## src/rtl/fp_issue_ctrl_pkg.sv

```systemverilog
// Shared definitions for the FP issue controller: state encoding, FPU op
// codes and the default watchdog limit.
package fp_issue_ctrl_pkg;

  typedef enum logic [2:0] {
    IDLE  = 3'd0,
    ISSUE = 3'd1,
    WAIT  = 3'd2,
    RESP  = 3'd3,
    DRAIN = 3'd4
  } fpState_t;

  localparam logic [1:0] FADD = 2'd0;
  localparam logic [1:0] FSUB = 2'd1;
  localparam logic [1:0] FMUL = 2'd2;
  localparam logic [1:0] FCMP = 2'd3;

  localparam int FP_TIMEOUT_DEF = 32;

endpackage

```

## src/rtl/fp_watchdog.sv

```systemverilog
// Watchdog for the FPU handshake: counts while enabled, cleared on start,
// flags expiry in the cycle the count sits at TIMEOUT-1.
module fp_watchdog #(
  parameter int TIMEOUT   = 32,
  parameter int CNT_WIDTH = 6
) (
  input  logic clk,
  input  logic rst,
  input  logic clr,
  input  logic en,
  output logic expired
);

  logic [CNT_WIDTH-1:0] count;

  // Up-counter; clear has priority over enable.
  always_ff @(posedge clk) begin
    if (rst)      count <= '0;
    else if (clr) count <= '0;
    else if (en)  count <= count + CNT_WIDTH'(1);
  end

  assign expired = en && (count == CNT_WIDTH'(TIMEOUT - 1));

endmodule

```

## src/rtl/fp_issue_ctrl.sv

```systemverilog
// Sequences the shared multi-cycle FPU for the EX stage: captures operands,
// issues a start, stalls the pipe while the FPU works and returns the result
// with a one-cycle valid. Handles flush-while-busy and a watchdog timeout.
//
// state | meaning
// IDLE  | no FP op outstanding; accept a new one from EX
// ISSUE | operands latched, waiting for fpu_ready_i to pulse start
// WAIT  | FPU busy, pipe stalled, watchdog running
// RESP  | one-cycle result valid, pipe released
// DRAIN | EX op was flushed; wait out the FPU, discard its result
module fp_issue_ctrl
  import fp_issue_ctrl_pkg::*;
#(
  parameter int DATA_WIDTH = 16,
  parameter int REG_WIDTH  = 4,
  parameter int OP_WIDTH   = 2,
  parameter int TIMEOUT    = FP_TIMEOUT_DEF,
  parameter int CNT_WIDTH  = 6
) (
  input  logic                  clk,
  input  logic                  rst,
  input  logic                  FloatingE_i,
  input  logic [OP_WIDTH-1:0]   fp_opE_i,
  input  logic [DATA_WIDTH-1:0] floating_din_1_i,
  input  logic [DATA_WIDTH-1:0] floating_din_2_i,
  input  logic [REG_WIDTH-1:0]  WriteRegE_i,
  input  logic                  flush_i,
  input  logic                  fpu_ready_i,
  input  logic                  fpu_done_i,
  input  logic [DATA_WIDTH-1:0] fpu_result_i,
  output logic                  fpu_start_o,
  output logic [DATA_WIDTH-1:0] fpu_a_o,
  output logic [DATA_WIDTH-1:0] fpu_b_o,
  output logic [OP_WIDTH-1:0]   fpu_op_o,
  output logic                  stall_o,
  output logic                  fp_valid_o,
  output logic [DATA_WIDTH-1:0] fp_result_o,
  output logic [REG_WIDTH-1:0]  fp_wreg_o,
  output logic                  fp_err_o
);

  fpState_t             state;
  logic [REG_WIDTH-1:0] wregLat;
  logic                 accept;
  logic                 wdEn;
  logic                 wdExpired;

  assign accept      = (state == IDLE) && FloatingE_i && !flush_i;
  assign fpu_start_o = (state == ISSUE) && fpu_ready_i;
  assign wdEn        = (state == WAIT) || (state == DRAIN);

  fp_watchdog #(
    .TIMEOUT  (TIMEOUT),
    .CNT_WIDTH(CNT_WIDTH)
  ) uWatchdog (
    .clk    (clk),
    .rst    (rst),
    .clr    (fpu_start_o),
    .en     (wdEn),
    .expired(wdExpired)
  );

  // Stall is combinational so the EX instruction is held in the cycle it is
  // accepted; in DRAIN only a new FP instruction has to wait.
  always_comb begin
    stall_o = 1'b0;
    case (state)
      IDLE:    stall_o = accept;
      ISSUE:   stall_o = 1'b1;
      WAIT:    stall_o = 1'b1;
      RESP:    stall_o = 1'b0;
      DRAIN:   stall_o = FloatingE_i;
      default: stall_o = 1'b0;
    endcase
  end

  // Issue FSM with registered operand latches and result outputs.
  always_ff @(posedge clk) begin
    if (rst) begin
      state       <= IDLE;
      fpu_a_o     <= '0;
      fpu_b_o     <= '0;
      fpu_op_o    <= '0;
      wregLat     <= '0;
      fp_valid_o  <= 1'b0;
      fp_result_o <= '0;
      fp_wreg_o   <= '0;
      fp_err_o    <= 1'b0;
    end else begin
      fp_valid_o <= 1'b0;
      case (state)
        IDLE: begin
          if (accept) begin
            fpu_a_o  <= floating_din_1_i;
            fpu_b_o  <= floating_din_2_i;
            fpu_op_o <= fp_opE_i;
            wregLat  <= WriteRegE_i;
            state    <= ISSUE;
          end
        end
        ISSUE: begin
          if (fpu_ready_i) state <= WAIT;
        end
        WAIT: begin
          // A flush kills the result even if it lands in the same cycle.
          if (flush_i) begin
            state <= fpu_done_i ? IDLE : DRAIN;
          end else if (fpu_done_i) begin
            fp_result_o <= fpu_result_i;
            fp_wreg_o   <= wregLat;
            fp_valid_o  <= 1'b1;
            state       <= RESP;
          end else if (wdExpired) begin
            fp_err_o    <= 1'b1;
            fp_result_o <= '0;
            fp_wreg_o   <= wregLat;
            fp_valid_o  <= 1'b1;
            state       <= RESP;
          end
        end
        RESP: begin
          state <= IDLE;
        end
        DRAIN: begin
          if (fpu_done_i || wdExpired) state <= IDLE;
        end
        default: state <= IDLE;
      endcase
    end
  end

endmodule
```

## config.mk

```make
export PLATFORM = sky130hd
export DESIGN_NAME = fp_issue_ctrl
export DESIGN_NICKNAME = d
export VERILOG_FILES = /design/src/rtl/fp_issue_ctrl_pkg.sv /design/src/rtl/fp_watchdog.sv /design/src/rtl/fp_issue_ctrl.sv
export SDC_FILE = /design/constraint.sdc
export NUM_CORES = 1
export LEC_CHECK = 0
export BUFFER_PORTS_ARGS = -buffer_cell sky130_fd_sc_hd__buf_2
export CAP_MARGIN = 10
export CORE_ASPECT_RATIO = 1.5
export CORE_UTILIZATION = 46
export DETAILED_ROUTE_END_ITERATION = 7
export HOLD_SLACK_MARGIN = 0.12
export PLACE_DENSITY = 0.78
export SLEW_MARGIN = 0
export SYNTH_ARGS = -nofsm -noshare
export SYNTH_HDL_FRONTEND = slang
export SYNTH_SLANG_ARGS = --single-unit
```

## constraint.sdc

```tcl
create_clock -name clk -period 1.98 [get_ports clk]
set_input_delay 0.198 -clock clk [delete_from_list [all_inputs] [get_ports clk]]
set_output_delay 0.198 -clock clk [all_outputs]
set_load 0.03 [all_outputs]
```

After elaboration in Yosys (flattened, before gate mapping)

Cells that the tools add are included.
W data, S select, Z words.

Muxes and demuxes: 15
Reductions and logical operators: 16
Bitwise logic cells: 3
Equality and inequality tests: 8
Add/sub/neg operators: 1

Operators with widths:

| cell                  | number |
|---|---|
| $mux W16              | 2 |
| $mux W3               | 7 |
| $pmux W3 S4           | 1 |
| $mux W4               | 2 |
| $reduce_and A4 Y1     | 2 |
| $add A6 B1 Y6 const B | 1 |
| $eq A6 B5 Y1 const B  | 1 |
| $logic_and A1 B1 Y1   | 4 |
| $ne A2 B2 Y1 const B  | 2 |
| $ne A4 B4 Y1 const B  | 1 |
| $reduce_or A2 Y1      | 2 |
| $eq A3 B1 Y1 const B  | 1 |
| $eq A3 B2 Y1 const B  | 1 |
| $eq A3 B3 Y1 const B  | 1 |
| $logic_not A3 Y1      | 1 |
| $not A1 Y1            | 3 |
| $pmux W1 S3           | 1 |
| $reduce_and A3 Y1     | 1 |
| $reduce_or A3 Y1      | 1 |
| $logic_or A1 B1 Y1    | 2 |
| $mux W1               | 2 |
| $ne A2 B1 Y1 const B  | 1 |
| $reduce_and A2 Y1     | 1 |
| $reduce_bool A2 Y1    | 1 |
| $logic_not A1 Y1      | 1 |

Output and inout bits: 58
Bits of input ports: 60
Bits in registers: 69
Word-level logic and storage cells: 53

Depth between registers and ports, before layout

Gate-level depths: netlist (run 1).

Depth after elaboration: 7
Mapped depth: 6
Mapped depth without buffers: 5

Cells and area by module

A second synthesis (run 1) with hierarchy kept.

Cells, all modules: 277
Area total of the unflattened synthesis: 2,914.0 sq um

Modules (own cells, without submodules):

| module        | times used | area each (sq um) | cells an instance |
|---|---|---|---|
| fp_issue_ctrl | 1          | 2,657.5           | 250 |
| fp_watchdog   | 1          | 256.5             | 27 |

Least setup slack after synthesis (run 1)

Ideal clock, no wire load.

Path type: register -> register
Start: reg uWatchdog.count[0]
End: reg fp_result_o[10]
Slack: 0.265 ns
Buffers on the path: 1
Period minus slack after synthesis: 1.715 ns
Arrival time: 1.598 ns
Library setup time: 0.117 ns
Stages on the path, launching flop included: 7
Path through: dfxtp_1 -> ha_1 -> nand4_1 -> o41ai_4 -> a21oi_2 -> buf_6 -> a22o_1

Cells in the longest elaborated chain, start to end: 4

Ends and longest elaborated chain:

| element                      | line                 | text |
|---|---|---|
| start: declaration           | fp_watchdog.sv:14    | `logic [CNT_WIDTH-1:0] count;` |
| start signal: assignment     | fp_watchdog.sv:20    | `else if (en) count <= count + CNT_WIDTH'(1);` |
| $eq A6 B5 Y1                 | fp_watchdog.sv:23    | `assign expired = en && (count == CNT_WIDTH'(TIMEOUT - 1));` |
| $logic_and A1 B1 Y1          | fp_watchdog.sv:23    |  |
| $reduce_bool A2 Y1 (no line) | --                   |  |
| $reduce_and A3 Y1 (no line)  | --                   |  |
| end signal: assignment       | fp_issue_ctrl.sv:109 | `fp_result_o <= fpu_result_i;` |
| end: declaration             | fp_issue_ctrl.sv:37  | `output logic [DATA_WIDTH-1:0] fp_result_o,` |

No other way between the ends.
A chain may end at the register's enable or synchronous reset.

Worst setup path in the final report (run 1)

Start: reg state[1]
End: out stall_o

Cells in the longest elaborated chain, start to end: 4
Elaborated cells between the ends (all ways): 8
Classes of those cells: eq/ne: 3; mux: 1; reduce/logical: 4

Ends and longest elaborated chain:

| element                           | line                                     | text |
|---|---|---|
| start: declaration                | fp_issue_ctrl.sv:42                      | `fpState_t state;` |
| start signal: assignment          | fp_issue_ctrl.sv:107                     | `state <= fpu_done_i ? IDLE : DRAIN;` |
| $logic_not A3 Y1                  | fp_issue_ctrl.sv:48, fp_issue_ctrl.sv:67 |  |
| $logic_and A1 B1 Y1 (2 in series) | fp_issue_ctrl.sv:48                      | `assign accept = (state == IDLE) && FloatingE_i && !flush_i;` |
| $pmux W1 S3 (*)                   | fp_issue_ctrl.sv:67                      | `case (state)` |
| end: declaration                  | fp_issue_ctrl.sv:35                      | `output logic stall_o,` |

Every way passes the cells marked *; elsewhere a longest branch is shown, timed or not.

==> flow_summary_export.csv, run 1 <==
group,metric,value,unit
clock_network,ctsResizeCount,0,
critical_path,critPathBufInv,2,
synthesis,synth_seq_area_share,52.5,%
timing,finalCritPeriodShare,94.4,%
detailed_routing,routed_wl,7060,um
worst_hold_path,hold_path.class,"primary input to register",
synthesis,synth_cell_types,39,
global_route,grt_first_pass_wirelength,11400,um
placement,place.port_buffers,117,
clock_network,cts_tree,"built",
final_layout,nFillCells,386,
placement,place_area,3300,um2
pwr,leakagePower,1.80,nW
timing,slew_viol_final,0,
timing,worst_pin_slew,0.423,ns
synthesis,synthCells,293,
final_layout,final_area,4050,um2
critical_path,crit_slowest_cell,"or3b_2",
critical_path,crit_path_end_kind,"output pin",
run,drv_cap,0,
detailed_routing,ant_nets,0,
clock_network,cts.clk_slew.worst_paths,0.07,ns
detailed_routing,drtIter0Drc,189,
final_layout,synthToLayoutAreaGrowth,54.2,%
final_layout,final_nets,527,
synthesis,syn_area,2630,um2
clock_network,cts_inserted_buffers,9,
critical_path,critical-path-top-delay-family,"simple AND/OR/NAND/NOR gates",
final_layout,drive_gt1_share,32.9,%
floorplan,die_w,63.7,um
floorplan,num_io_pins,118,
detailed_routing,wl_per_cell,13.1,um
timing,worst_clock_skew,0.00948,ns
floorplan,start_util,47.9,%
synthesis,yosys_register_bits,69,
pwr,ir_drop,651,uV
critical_path,path_class,"register to output pin",
critical_path,slowest_delay,0.43,ns
clock_network,clock-sinks,69,
clock_network,insertion_delay,0.34,ns
synthesis,yosysWarnings,0,
final_layout,diodes,0,
global_route,grt_pass1_vias,2556,
timing,worst_slack,0.110,ns
global_route,grt_overflow,0,
clock_network,cts_max_level,3,
global_route,gr-usage-all-layers,24.3,%
status,status,"completed",
clock_network,cts.path.max_buffers,2,
global_route,grt_max_degree,45,
timing,period_needed,1.87,ns
synthesis,synth_ff_type,"dfxtp_1",
critical_path,crit_chain,"buf_4 -> or3b_2 -> o22ai_1 -> buf_2",
detailed_routing,via_per_inst,5.00,
placement,pre_cts_slack,0.235,ns
synthesis,syn-num-nets,354,
synthesis,synth_edf_count,0,
placement,dp_hpwl,4250,um
critical_path,worstPathRequired,1.78,ns
timing,fmax,0.535,GHz
timing,relSlewSlack,71.7,%
timing,setup_viol,0,
floorplan,fp.dieArea,6030,um2
floorplan,die_y,94.6,um
floorplan,core_area,5490,um2
critical_path,crit_arrival,1.67,ns
pwr,power_density,1020,nW/um2
synthesis,syn_avg_cell_area,8.97,um2
clock_network,cts_root_buf,"clkbuf_8",
floorplan,row_count,33,
timing,setup_tns,0,ns
detailed_routing,drc_errors,0,
critical_path,crit_path_max_fanout,10,
timing,hold_viol,0,
detailed_routing,dr.pass1.iters,4,
detailed_routing,route.vias.total,2707,
critical_path,start_kind,"register",
synthesis,synth-async-reset-ratio,0,%
timing,grt_setup_unrepaired,"false",
critical_path,rrSetupSlack,0.22,ns
global_route,antenna_found_initial,0,
placement,place_congestion,0.817,
timing,fin_hold_ws,0.207,ns
-- power breakdown --
part	internal, W	switching [W]
clock	0.000624	0.000539
combinational	0.000527	0.000825
sequential	0.00154	0.0000992
-- worst reg2reg max path: cells and delay by family, from the launching register on --
| kind | cells | cell delay, ns |
|---|---|---|
| buf+inv | 1 | 0.20 |
| compound gates | 3 | 0.66 |
| flops | 1 | 0.37 |
| simple gates | 1 | 0.23 |
| fa+ha+maj | 1 | 0.19 |
-- synthesized netlist by cell type (3+ instances only) --
library cell / instances / area share [%]
a31oi_1: 3 / 0.71
buf_2: 7 / 1.3
a21oi_1: 41 / 7.8
nand2b_1: 4 / 0.95
a211oi_1: 3 / 0.86
dfxtp_1: 69 / 53
clkbuf_1: 10 / 1.4
nand4b_1: 4 / 1.3
xnor2_1: 6 / 2.0
nand2_1: 81 / 12
nor2_1: 9 / 1.3
o21ai_0: 5 / 0.95
a22o_1: 16 / 5.3
buf_4: 3 / 0.86
-- sequential cells by signal, summed over array words and instances (netlist names) --
register	cells
fpu_a_o	16
fpu_op_o	2
fp_result_o	16
state	3
fp_wreg_o	4
fp_valid_o	1
fpu_b_o	16
uWatchdog.count	6
wregLat	4
fp_err_o	1
-- layer usage --
metal	wire length [um]	up-vias	share of wire (%)	GRT usage, %
li1	-	1355	-	-
met1	2850	1238	40	26.5
met2	3720	93	53	43.3
met3	296	21	4.2	4.35
met4	200	0	2.8	14.8
met5	0	-	0	0
-- through the flow --
step	std cells	power (W)	util, %
2_1_floorplan	293	0.00257	-
3_3_place_gp	471	0.00290	60.2
3_5_place_dp	471	0.00292	60.2
4_1_cts	541	0.00417	73.8
5_1_grt	541	0.00438	73.8
6_report	541	0.00415	73.8
-- cell type report --
type	instances	area (um2)	share of cell area [%]
Clock buffer	10	138	3.40
Clock inverter	6	71.3	1.76
Inverter	1	3.75	0.0926
Multi-Input combinational cell	202	1140	28.2
Sequential cell	69	1380	34.1
Tap cell	70	87.6	2.16
Timing Repair Buffer	183	1230	30.3
-- worst paths after layout --
path	start	endpoint	cells after the start
setup / recovery	state[1]	stall_o	4
hold / removal	rst	fp_err_o	2
setup reg to reg	uWatchdog.count[0]	fp_result_o[4]	6
hold reg to reg	fpu_a_o[10]	fpu_a_o[10]	2
-- placed cells by master, fill, tap and decap left out, types with 3 or more instances in the layout --
| cell | n |
|---|---|
| nand2b_1 | 4 |
| buf_2 | 117 |
| a21oi_1 | 41 |
| nand4b_1 | 4 |
| dlygate4sd3_1 | 54 |
| buf_4 | 11 |
| clkbuf_8 | 10 |
| a211oi_1 | 3 |
| xnor2_1 | 6 |
| nor2_1 | 9 |
| nand2_1 | 81 |
| o21ai_0 | 5 |
| dfxtp_1 | 69 |
| a22o_1 | 16 |
| a31oi_1 | 3 |
-- logic make-up after synthesis --
family | Yosys count | share of synthesized area [%]
simple gates | 120 | 21.8
xor+xnor | 7 | 2.62
fa+ha+maj | 1 | 0.476
compound gates | 74 | 18.4
flops | 69 | 52.5
buf+inv | 22 | 4.19
-- what timing repair did --
item,4_1_cts,5_1_grt
endpoints found under the hold margin,54,0
endpoints found under the setup margin,0,0
buffers inserted,0,0
hold buffers,54,0
(Power assumes the default switching activity.)
==> run 2, diff against run 1 <==
PLACE_DENSITY = 0.79   (was 0.78)
==> flow_summary_export.csv, run 2 (synthesized netlist as in run 1, its figures left out) <==
group,metric,value,unit
status,status,"completed",
detailed_routing,drtIter0Drc,86,
worst_hold_path,hold_path.class,"primary input to register",
pwr,switching_share,36.2,%
clock_network,cts_tree,"built",
detailed_routing,routed_wl,7370,um
critical_path,crit_arrival,1.67,ns
global_route,gr-usage-all-layers,25.4,%
floorplan,fp.dieArea,6030,um2
worst_hold_path,holdCritStartpoint,"fpu_done_i",
critical_path,crit_path_max_fanout,10,
clock_network,cts_root_buf,"clkbuf_8",
global_route,grt_overflow,0,
timing,grt_setup_unrepaired,"false",
timing,period_needed,1.87,ns
timing,hold_viol,0,
global_route,grt_pass1_vias,2580,
critical_path,r2r-end,"fp_wreg_o[0]",
clock_network,postCtsSetupRepairBufs,0,
clock_network,cts.path.max_buffers,2,
worst_hold_path,holdPathEnd,"state[2]",
critical_path,r2r_start,"uWatchdog.count[0]",
timing,slew_viol_final,0,
placement,place_congestion,0.861,
detailed_routing,via_per_inst,5.00,
placement,place.port_buffers,117,
clock_network,cts.clk_slew.worst_paths,0.07,ns
final_layout,mostFrequentLayoutCell,"buf_2",
timing,setup_viol,0,
pwr,power_density,993,nW/um2
clock_network,insertion_delay,0.33,ns
clock_network,cts_inserted_buffers,9,
timing,worst_pin_slew,0.657,ns
detailed_routing,dr.pass1.iters,4,
run,drv_cap,0,
pwr,switching_power,0.00144,W
detailed_routing,ant_nets,0,
final_layout,diodes,0,
timing,fmax,0.535,GHz
final_layout,final_nets,527,
timing,fin_hold_ws,0.192,ns
worst_hold_path,worstHoldPathCells,4,
detailed_routing,drc_errors,0,
floorplan,num_io_pins,118,
pwr,pwr-share-seq,41.0,%
placement,dp_hpwl,4380,um
pwr,ir_drop,658,uV
global_route,antenna_found_initial,0,
global_route,grt_first_pass_wirelength,11800,um
timing,finalCritPeriodShare,94.4,%
floorplan,start_util,47.9,%
final_layout,drive_gt1_share,32.7,%
floorplan,core_area,5490,um2
placement,numPlacedInstances,471,
floorplan,die_w,63.7,um
pwr,leakagePower,1.78,nW
final_layout,layout.cells.non_filler,541,
final_layout,mostFrequentLayoutCells,"117 x buf_2, 81 x nand2_1, 69 x dfxtp_1, 54 x dlygate4sd3_1, 41 x a21oi_1",
pwr,clkPwrFrac,25.1,%
timing,worst_clock_skew,0.00778,ns
critical_path,start_kind,"register",
clock_network,clock-sinks,69,
placement,place_area,3290,um2
floorplan,die_y,94.6,um
global_route,grt_max_degree,39,
critical_path,rrSetupSlack,0.19,ns
final_layout,synthToLayoutAreaGrowth,52.8,%
critical_path,path_class,"register to output pin",
critical_path,reg2reg_depth,6,
final_layout,largestRegisters,"fp_result_o (16), fpu_a_o (16), fpu_b_o (16)",
pwr,pwr-share-comb,33.9,%
critical_path,crit_path_end_kind,"output pin",
detailed_routing,wl_per_cell,13.6,um
pwr,p_int,0.00255,W
timing,relSlewSlack,56.2,%
critical_path,worstPathRequired,1.78,ns
detailed_routing,route.vias.total,2705,
timing,setup_tns,0,ns
floorplan,row_count,33,
clock_network,cts_max_level,3,
final_layout,final_area,4020,um2
==> run 2: changes by cell type in the layout (fill, tap and decap cells not counted), sizes merged <==
cell	delta
clkbuf	+1
bufinv	-1
clkinvlp	+1
inv	-1
==> run 2: how the worst max path moves through the flow <==
stage                        from         endpoint  depth (start not counted)
3_5_place_dp             state[2]  fp_result_o[12]                          4
2_1_floorplan  uWatchdog.count[0]  fp_result_o[10]                          6
5_1_grt        uWatchdog.count[0]     fp_wreg_o[3]                          6
6_report                 state[1]          stall_o                          4
3_3_place_gp             state[2]  fp_result_o[12]                          4
4_1_cts                  state[1]          stall_o                          4
==> run 2: repair_timing <==
action | 4_1_cts | 5_1_grt
endpoints found under the setup margin | 0 | 16
endpoints found under the hold margin | 54 | 0
hold buffers | 54 | 0
resized for setup | 0 | 1
==> run 2: worst max-delay path: stages, from the launching register on <==
cell and delay (ns):
dfxtp_1 0.36, buf_4 0.19, or3b_2 0.44, o22ai_1 0.14
buf_2 0.21
==> run 2: layout make-up <==
type | count | area (um2)
Clock buffer | 11 | 141
Clock inverter | 5 | 36.3
Fill cell | 392 | 1480
Inverter | 1 | 3.75
Multi-Input combinational cell | 202 | 1150
Sequential cell | 69 | 1380
Tap cell | 70 | 87.6
Timing Repair Buffer | 183 | 1220
==> run 2: stage by stage <==
step / total power, W / setup WS [ns] / utilization (%)
after global routing: 0.00421 / 0.0174 / 73.1
after global placement: 0.00289 / 0.213 / 59.9
final: 0.00399 / 0.111 / 73.1
after detailed placement: 0.00293 / 0.157 / 59.9
after CTS: 0.00400 / 0.0942 / 73.0
after floorplan: 0.00257 / 0.265 / -
==> run 2: power by group through the flow <==
stage          combinational [W]  sequential (W)  clock, W
2_1_floorplan           0.000733         0.00184         0
3_3_place_gp             0.00123         0.00166         0
3_5_place_dp             0.00126         0.00167         0
4_1_cts                  0.00134         0.00164   0.00102
5_1_grt                  0.00148         0.00166   0.00108
6_report                 0.00135         0.00164   0.00100
==> run 2: metal layers <==
layer  track usage [%]  vias up  part of all wire (%)
met5                 0        -                     0
met4              15.2        0                   3.8
met3              4.59       25                   4.6
met2              46.0       97                    54
met1              27.1     1236                    38
li1                  -     1347                     -
